### src/rtl/reg_rename_file_if.sv
// reg_rename_file_if: dispatch/commit/operand bundle for reg_rename_file.
//   rdy, flush            global ready and recovery flush
//   cmt_en/rd/val/tag     retire-side register write from the ROB
//   ren_en/rd/tag         dispatch-side destination rename
//   rsN_idx               operand lookup index
//   rsN_busy/val/tag      operand result: committed value or pending producer
//   master = dispatch/ROB side, slave = register file
interface reg_rename_file_if #(
    parameter int REG_IDX_W = 5,
    parameter int ROB_IDX_W = 4
) ();
    logic                 rdy;
    logic                 flush;
    logic                 cmt_en;
    logic [REG_IDX_W-1:0] cmt_rd;
    logic [31:0]          cmt_val;
    logic [ROB_IDX_W-1:0] cmt_tag;
    logic                 ren_en;
    logic [REG_IDX_W-1:0] ren_rd;
    logic [ROB_IDX_W-1:0] ren_tag;
    logic [REG_IDX_W-1:0] rs1_idx;
    logic [REG_IDX_W-1:0] rs2_idx;
    logic                 rs1_busy;
    logic                 rs2_busy;
    logic [31:0]          rs1_val;
    logic [31:0]          rs2_val;
    logic [ROB_IDX_W-1:0] rs1_tag;
    logic [ROB_IDX_W-1:0] rs2_tag;

    modport master (
        output rdy, flush, cmt_en, cmt_rd, cmt_val, cmt_tag, ren_en, ren_rd, ren_tag, rs1_idx, rs2_idx,
        input  rs1_busy, rs2_busy, rs1_val, rs2_val, rs1_tag, rs2_tag
    );
    modport slave (
        input  rdy, flush, cmt_en, cmt_rd, cmt_val, cmt_tag, ren_en, ren_rd, ren_tag, rs1_idx, rs2_idx,
        output rs1_busy, rs2_busy, rs1_val, rs2_val, rs1_tag, rs2_tag
    );
endinterface

### src/rtl/reg_rename_file.sv
// reg_rename_file: architectural register file with per-register ROB rename tags.
//   clk, rst  clock, synchronous active-high reset
//   bus       reg_rename_file_if.slave: commit, rename, flush, rdy and two read ports
// A register is busy while its tag is nonzero; tag 0 means the committed value is current.
module reg_rename_file #(
    parameter int REG_NUM   = 32,
    parameter int REG_IDX_W = 5,
    parameter int ROB_IDX_W = 4
) (
    input  logic                  clk,
    input  logic                  rst,
    reg_rename_file_if.slave      bus
);
    logic [31:0]          value [REG_NUM];
    logic [ROB_IDX_W-1:0] tag   [REG_NUM];
    logic [REG_IDX_W-1:0] cmt_rd, ren_rd, rs1, rs2;
    logic [ROB_IDX_W-1:0] cmt_tag;
    logic                 cmt_ok, hit1, hit2;

    assign cmt_rd  = bus.cmt_rd;
    assign ren_rd  = bus.ren_rd;
    assign rs1     = bus.rs1_idx;
    assign rs2     = bus.rs2_idx;
    assign cmt_tag = bus.cmt_tag;
    assign cmt_ok  = bus.cmt_en && cmt_rd != '0;

    always_ff @(posedge clk) begin
        if (rst) begin
            for (int i = 0; i < REG_NUM; i++) begin
                value[i] <= '0;
                tag[i]   <= '0;
            end
        end else if (bus.rdy) begin
            if (cmt_ok) begin
                value[cmt_rd] <= bus.cmt_val;
                if (tag[cmt_rd] == cmt_tag)
                    tag[cmt_rd] <= '0;
            end
            // flush overrides the commit's tag clear and drops any rename
            if (bus.flush) begin
                for (int i = 0; i < REG_NUM; i++)
                    tag[i] <= '0;
            end else if (bus.ren_en && ren_rd != '0) begin
                tag[ren_rd] <= bus.ren_tag;
            end
        end
    end

    // bypass only when the commit retires the newest producer of the register
    assign hit1 = cmt_ok && cmt_rd == rs1 && tag[rs1] == cmt_tag;
    assign hit2 = cmt_ok && cmt_rd == rs2 && tag[rs2] == cmt_tag;

    always_comb begin
        bus.rs1_busy = rs1 != '0 && !hit1 && tag[rs1] != '0;
        bus.rs1_tag  = bus.rs1_busy ? tag[rs1] : '0;
        bus.rs1_val  = hit1 ? bus.cmt_val : (rs1 == '0 ? '0 : value[rs1]);
        bus.rs2_busy = rs2 != '0 && !hit2 && tag[rs2] != '0;
        bus.rs2_tag  = bus.rs2_busy ? tag[rs2] : '0;
        bus.rs2_val  = hit2 ? bus.cmt_val : (rs2 == '0 ? '0 : value[rs2]);
    end
endmodule

### src/flat_wrapper.sv
// flat-port wrapper written by rule: the top's interface ports become plain ports
module reg_rename_file_flat 
#(
    parameter int REG_NUM   = 32,
    parameter int REG_IDX_W = 5,
    parameter int ROB_IDX_W = 4
)
  (clk, rst, bus_rdy, bus_flush, bus_cmt_en, bus_cmt_rd, bus_cmt_val, bus_cmt_tag, bus_ren_en, bus_ren_rd, bus_ren_tag, bus_rs1_idx, bus_rs2_idx, bus_rs1_busy, bus_rs2_busy, bus_rs1_val, bus_rs2_val, bus_rs1_tag, bus_rs2_tag);
  reg_rename_file_if #(.REG_IDX_W(REG_IDX_W), .ROB_IDX_W(ROB_IDX_W)) bus_i ();
  input  logic clk;
  input  logic rst;
  input wire logic [$bits(bus_i.rdy)-1:0] bus_rdy;
  input wire logic [$bits(bus_i.flush)-1:0] bus_flush;
  input wire logic [$bits(bus_i.cmt_en)-1:0] bus_cmt_en;
  input wire logic [$bits(bus_i.cmt_rd)-1:0] bus_cmt_rd;
  input wire logic [$bits(bus_i.cmt_val)-1:0] bus_cmt_val;
  input wire logic [$bits(bus_i.cmt_tag)-1:0] bus_cmt_tag;
  input wire logic [$bits(bus_i.ren_en)-1:0] bus_ren_en;
  input wire logic [$bits(bus_i.ren_rd)-1:0] bus_ren_rd;
  input wire logic [$bits(bus_i.ren_tag)-1:0] bus_ren_tag;
  input wire logic [$bits(bus_i.rs1_idx)-1:0] bus_rs1_idx;
  input wire logic [$bits(bus_i.rs2_idx)-1:0] bus_rs2_idx;
  output wire logic [$bits(bus_i.rs1_busy)-1:0] bus_rs1_busy;
  output wire logic [$bits(bus_i.rs2_busy)-1:0] bus_rs2_busy;
  output wire logic [$bits(bus_i.rs1_val)-1:0] bus_rs1_val;
  output wire logic [$bits(bus_i.rs2_val)-1:0] bus_rs2_val;
  output wire logic [$bits(bus_i.rs1_tag)-1:0] bus_rs1_tag;
  output wire logic [$bits(bus_i.rs2_tag)-1:0] bus_rs2_tag;
  assign bus_i.rdy = bus_rdy;
  assign bus_i.flush = bus_flush;
  assign bus_i.cmt_en = bus_cmt_en;
  assign bus_i.cmt_rd = bus_cmt_rd;
  assign bus_i.cmt_val = bus_cmt_val;
  assign bus_i.cmt_tag = bus_cmt_tag;
  assign bus_i.ren_en = bus_ren_en;
  assign bus_i.ren_rd = bus_ren_rd;
  assign bus_i.ren_tag = bus_ren_tag;
  assign bus_i.rs1_idx = bus_rs1_idx;
  assign bus_i.rs2_idx = bus_rs2_idx;
  assign bus_rs1_busy = bus_i.rs1_busy;
  assign bus_rs2_busy = bus_i.rs2_busy;
  assign bus_rs1_val = bus_i.rs1_val;
  assign bus_rs2_val = bus_i.rs2_val;
  assign bus_rs1_tag = bus_i.rs1_tag;
  assign bus_rs2_tag = bus_i.rs2_tag;
  reg_rename_file #(.REG_NUM(REG_NUM), .REG_IDX_W(REG_IDX_W), .ROB_IDX_W(ROB_IDX_W)) u_core (.clk(clk), .rst(rst), .bus(bus_i));
endmodule
### config.mk
export PLATFORM = sky130hd
export DESIGN_NAME = reg_rename_file_flat
export DESIGN_NICKNAME = d
export VERILOG_FILES = /design/src/rtl/reg_rename_file_if.sv /design/src/rtl/reg_rename_file.sv /design/src/flat_wrapper.sv
export SDC_FILE = /design/constraint.sdc
export NUM_CORES = 2
export LEC_CHECK = 0
export BUFFER_PORTS_ARGS = -buffer_cell sky130_fd_sc_hd__clkbuf_2
export CAP_MARGIN = 20
export CORE_MARGIN = 8
export CORE_UTILIZATION = 60
export CTS_BUF_LIST = sky130_fd_sc_hd__clkbuf_4 sky130_fd_sc_hd__clkbuf_8
export DETAILED_ROUTE_END_ITERATION = 8
export PLACE_DENSITY_LB_ADDON = 0.1
export SYNTH_ARGS = -nofsm -noshare
export SYNTH_HDL_FRONTEND = slang
export SYNTH_SLANG_ARGS = --single-unit
### constraint.sdc
create_clock -name clk -period 6.38 [get_ports clk]
set_input_delay 1.595 -clock clk [delete_from_list [all_inputs] [get_ports clk]]
set_output_delay 1.595 -clock clk [all_outputs]
set_load 0.005 [all_outputs]
==> run_results.csv <==
group,metric,value,unit
logic_synthesis,ys_seq_area_frac,0.542,
drt,drtAntennaViolNets,0,
clock_network,clk_latency,0.88,ns
final_layout,fin_cells,5765,
floorplanning,dieWidth,342,µm
logic_synthesis,synthFlopType,"edfxtp_1",
setup_path,crit_chain,"buf_8 > buf_12 > buf_4 > mux4_2 > mux4_2 > mux2i_1 > nor2_1 > mux2_2 > clkbuf_2",
clock_network,clk_pin_slew,0.05,ns
clock_network,clockBufferDepth,3,
setup_path,cp_max_fo,37,
timing,rsz0062_at_grt,"no",
setup_path,crit_top_cell,"mux4_2",
final_layout,area_growth,10.9,%
timing,max_freq,0.158,GHz
drt,vias_per_cell,7.13,
drt,first_pass_iters,6,
global_route,grt_pass1_wl,297000,µm
floorplanning,dieArea,0.117,mm²
floorplanning,coreArea,0.105,mm²
timing,period_needed,6.33,ns
timing,slew_violations,0,
final_layout,n_fill_cell,7172,
setup_path,startpoint_type,"input port",
clock_network,hold_buffers,0,
drt,wl,210000,µm
placement,port_buffers,139,
final_layout,layout_common_cells,"edfxtp_1, and2_1, mux4_2",
logic_synthesis,synth_top_area_cell,"edfxtp_1",
logic_synthesis,synth_edf_count,1152,
final_layout,drive_gt1_frac,0.341,
timing,fin_worst_skew,0.0272,ns
global_route,grt-ovfl-total,0,
setup_path,critical_path.slowest_cell,"mux4_2",
drt,drt_iter0_drc,6767,
logic_synthesis,ys_seq_elements,1152,
pwr,cellLeakagePower,24.7,nW
logic_synthesis,ys_async_sr_fraction,0,
setup_path,worst_path_largest_cell_delay,0.57,ns
floorplanning,std_cell_rows,119,
floorplanning,initial_core_util,0.605,
logic_synthesis,ys_top_cells_by_area,"edfxtp_1, mux4_2, and2_1",
status,status,"complete, no violations",
pwr,power.density,253,mW/mm²
timing,relSlewSlack,0.242,
logic_synthesis,syn_avg_cell_area,15.7,µm²
setup_path,worstSetupEndpointType,"output pin",
timing,worstMarginPinSlew,1.13,ns
final_layout,layout_commonest_cell,"edfxtp_1",
global_route,antenna_found_initial,19,
clock_network,cts_buffers,189,
pwr,power.total,17.9,mW
drt,route.detailed.drc,0,
drt,wire_per_inst,36.5,µm
setup_path,timing_worst_setup_path_type,"in2out",
floorplanning,dieHeight,342,µm
global_route,gr-usage-all-layers,0.359,
min_path,whs_path_depth,3,
timing,finalSetupViolCount,0,
logic_synthesis,synth_top_area_share,0.542,
setup_path,critPathArrivalTime,4.74,ns
setup_path,reg2regPathDepth,8,
placement,place_hpwl,122000,µm
drt,vias,41100,
min_path,hold_path.class,"in2reg",
pwr,irDropWorstVdd,172,µV
logic_synthesis,netlist_area,0.0638,mm²
clock_network,clockRootBuffer,"clkbuf_8",
logic_synthesis,ys_types,61,
final_layout,fin_nets,4275,
timing,hold_viol_final,0,
global_route,grt_pass1_vias,40800,
clock_network,cts_setup_buffers,0,
clock_network,h-tree-depth,4,
logic_synthesis,syn_inst,4052,
placement,gp_congestion,0.975,
floorplanning,ios,140,
setup_path,crit_required,4.79,ns
timing,fin_crit_sh,0.992,
placement,placed_cells_incl_taps,5410,
global_route,grt_max_degree,118,
clock_network,cts_tree,"done",
logic_synthesis,ys_warn_count,0,
clock_network,cts_sinks,1152,
flow_run,cap_viol_max_count,0,
-- stage by stage --
stage	hold WS (ns)	cell area, µm²	utilization	setup WS (ns)	TNS (ns)
2_1_floorplan	1.36	63900	-	0.471	0
3_3_place_gp	1.66	67000	0.636	-0.0181	-0.233
3_5_place_dp	1.66	67000	0.636	-0.00494	-0.00745
4_1_cts	1.25	70700	0.671	0.0996	0
5_1_grt	1.32	70700	0.671	0.00180	0
6_report	1.32	70700	0.671	0.0490	0
-- cells in the mapped netlist, drive strengths merged (3+ instances only) --
| cell type | n |
|---|---|
| a31oi | 4 |
| a211oi | 4 |
| mux4 | 706 |
| mux2i | 131 |
| a21oi | 11 |
| nand3 | 14 |
| inv | 6 |
| nand3b | 7 |
| a2111oi | 4 |
| o2111ai | 4 |
| buf | 108 |
| nor3 | 19 |
| or3b | 5 |
| nor2 | 173 |
| o221ai | 5 |
| nand2 | 24 |
| a22oi | 10 |
| nor2b | 17 |
| o22ai | 3 |
| a22o | 4 |
| xnor2 | 9 |
| nor4 | 5 |
| clkbuf | 304 |
| o21ai | 35 |
| or2 | 34 |
| xor2 | 7 |
| edfxtp | 1152 |
| nand2b | 9 |
| and4 | 4 |
| and3 | 22 |
| o211ai | 3 |
| and2 | 1109 |
| o31ai | 3 |
| mux2 | 66 |
| a32oi | 3 |
| nand4 | 7 |
-- power breakdown --
part	internal [mW]	switching, mW	total, mW
Clock	3.38	3.09	6.47
Sequential	8.74	0.237	8.98
Combinational	1.16	1.32	2.48
Total	13.3	4.65	17.9
-- sequential cells by signal (all words and copies together) (netlist names) --
| signal | flops |
|---|---|
| u_core.tag | 128 |
| u_core.value | 1024 |
-- kinds of logic after synthesis --
group / share of synthesized area
and+or+nand+nor: 0.135
DFF: 0.542
muxes: 0.281
buffers and inverters: 0.0269
AOI/OAI and AO/OA: 0.0117
xor gates and xnor gates: 0.00220
other: 0.0000588
-- layout make-up --
type / count / area (µm²) / area share
timing repair buffer: 343 / 2800 / 0.0396
clock inverter: 95 / 584 / 0.00826
tap: 1391 / 1740 / 0.0246
sequential: 1152 / 34600 / 0.489
multi-input combinational: 2517 / 27900 / 0.394
antenna: 8 / 20.0 / 0.000283
inverter: 6 / 22.5 / 0.000318
clock buffer: 253 / 3110 / 0.0440
-- routing by layer --
layer  vias up  wire, µm  GRT usage
li1      16000         -          -
met1     21000     74600      0.495
met2      3466     93200      0.526
met3       603     32000      0.117
met4         4     10500      0.158
met5         -        22          0
-- critical path, delay by kind of cell --
kind	cells	cell delay [ns]
multiplexers	4	1.78
buffers and inverters	4	0.98
AND/OR/NAND/NOR	1	0.31
-- worst paths after layout --
| path | from | endpoint | slack, ns |
|---|---|---|---|
| worst max-delay path | bus_rs1_idx[0] | bus_rs1_val[11] | 0.05 |
| worst min-delay path | bus_ren_rd[0] | u_core.tag[1][2] | 1.32 |
| worst max register to register | u_core.tag[11][3] | u_core.tag[5][2] | 2.29 |
| worst min register to register | u_core.tag[20][2] | u_core.tag[20][3] | 1.73 |
-- repair_timing --
item	4_1_cts	5_1_grt
endpoints found under the setup margin	16	1
gates resized for setup	1	0
hold endpoints to repair	0	0
(Power assumes the default switching activity.)
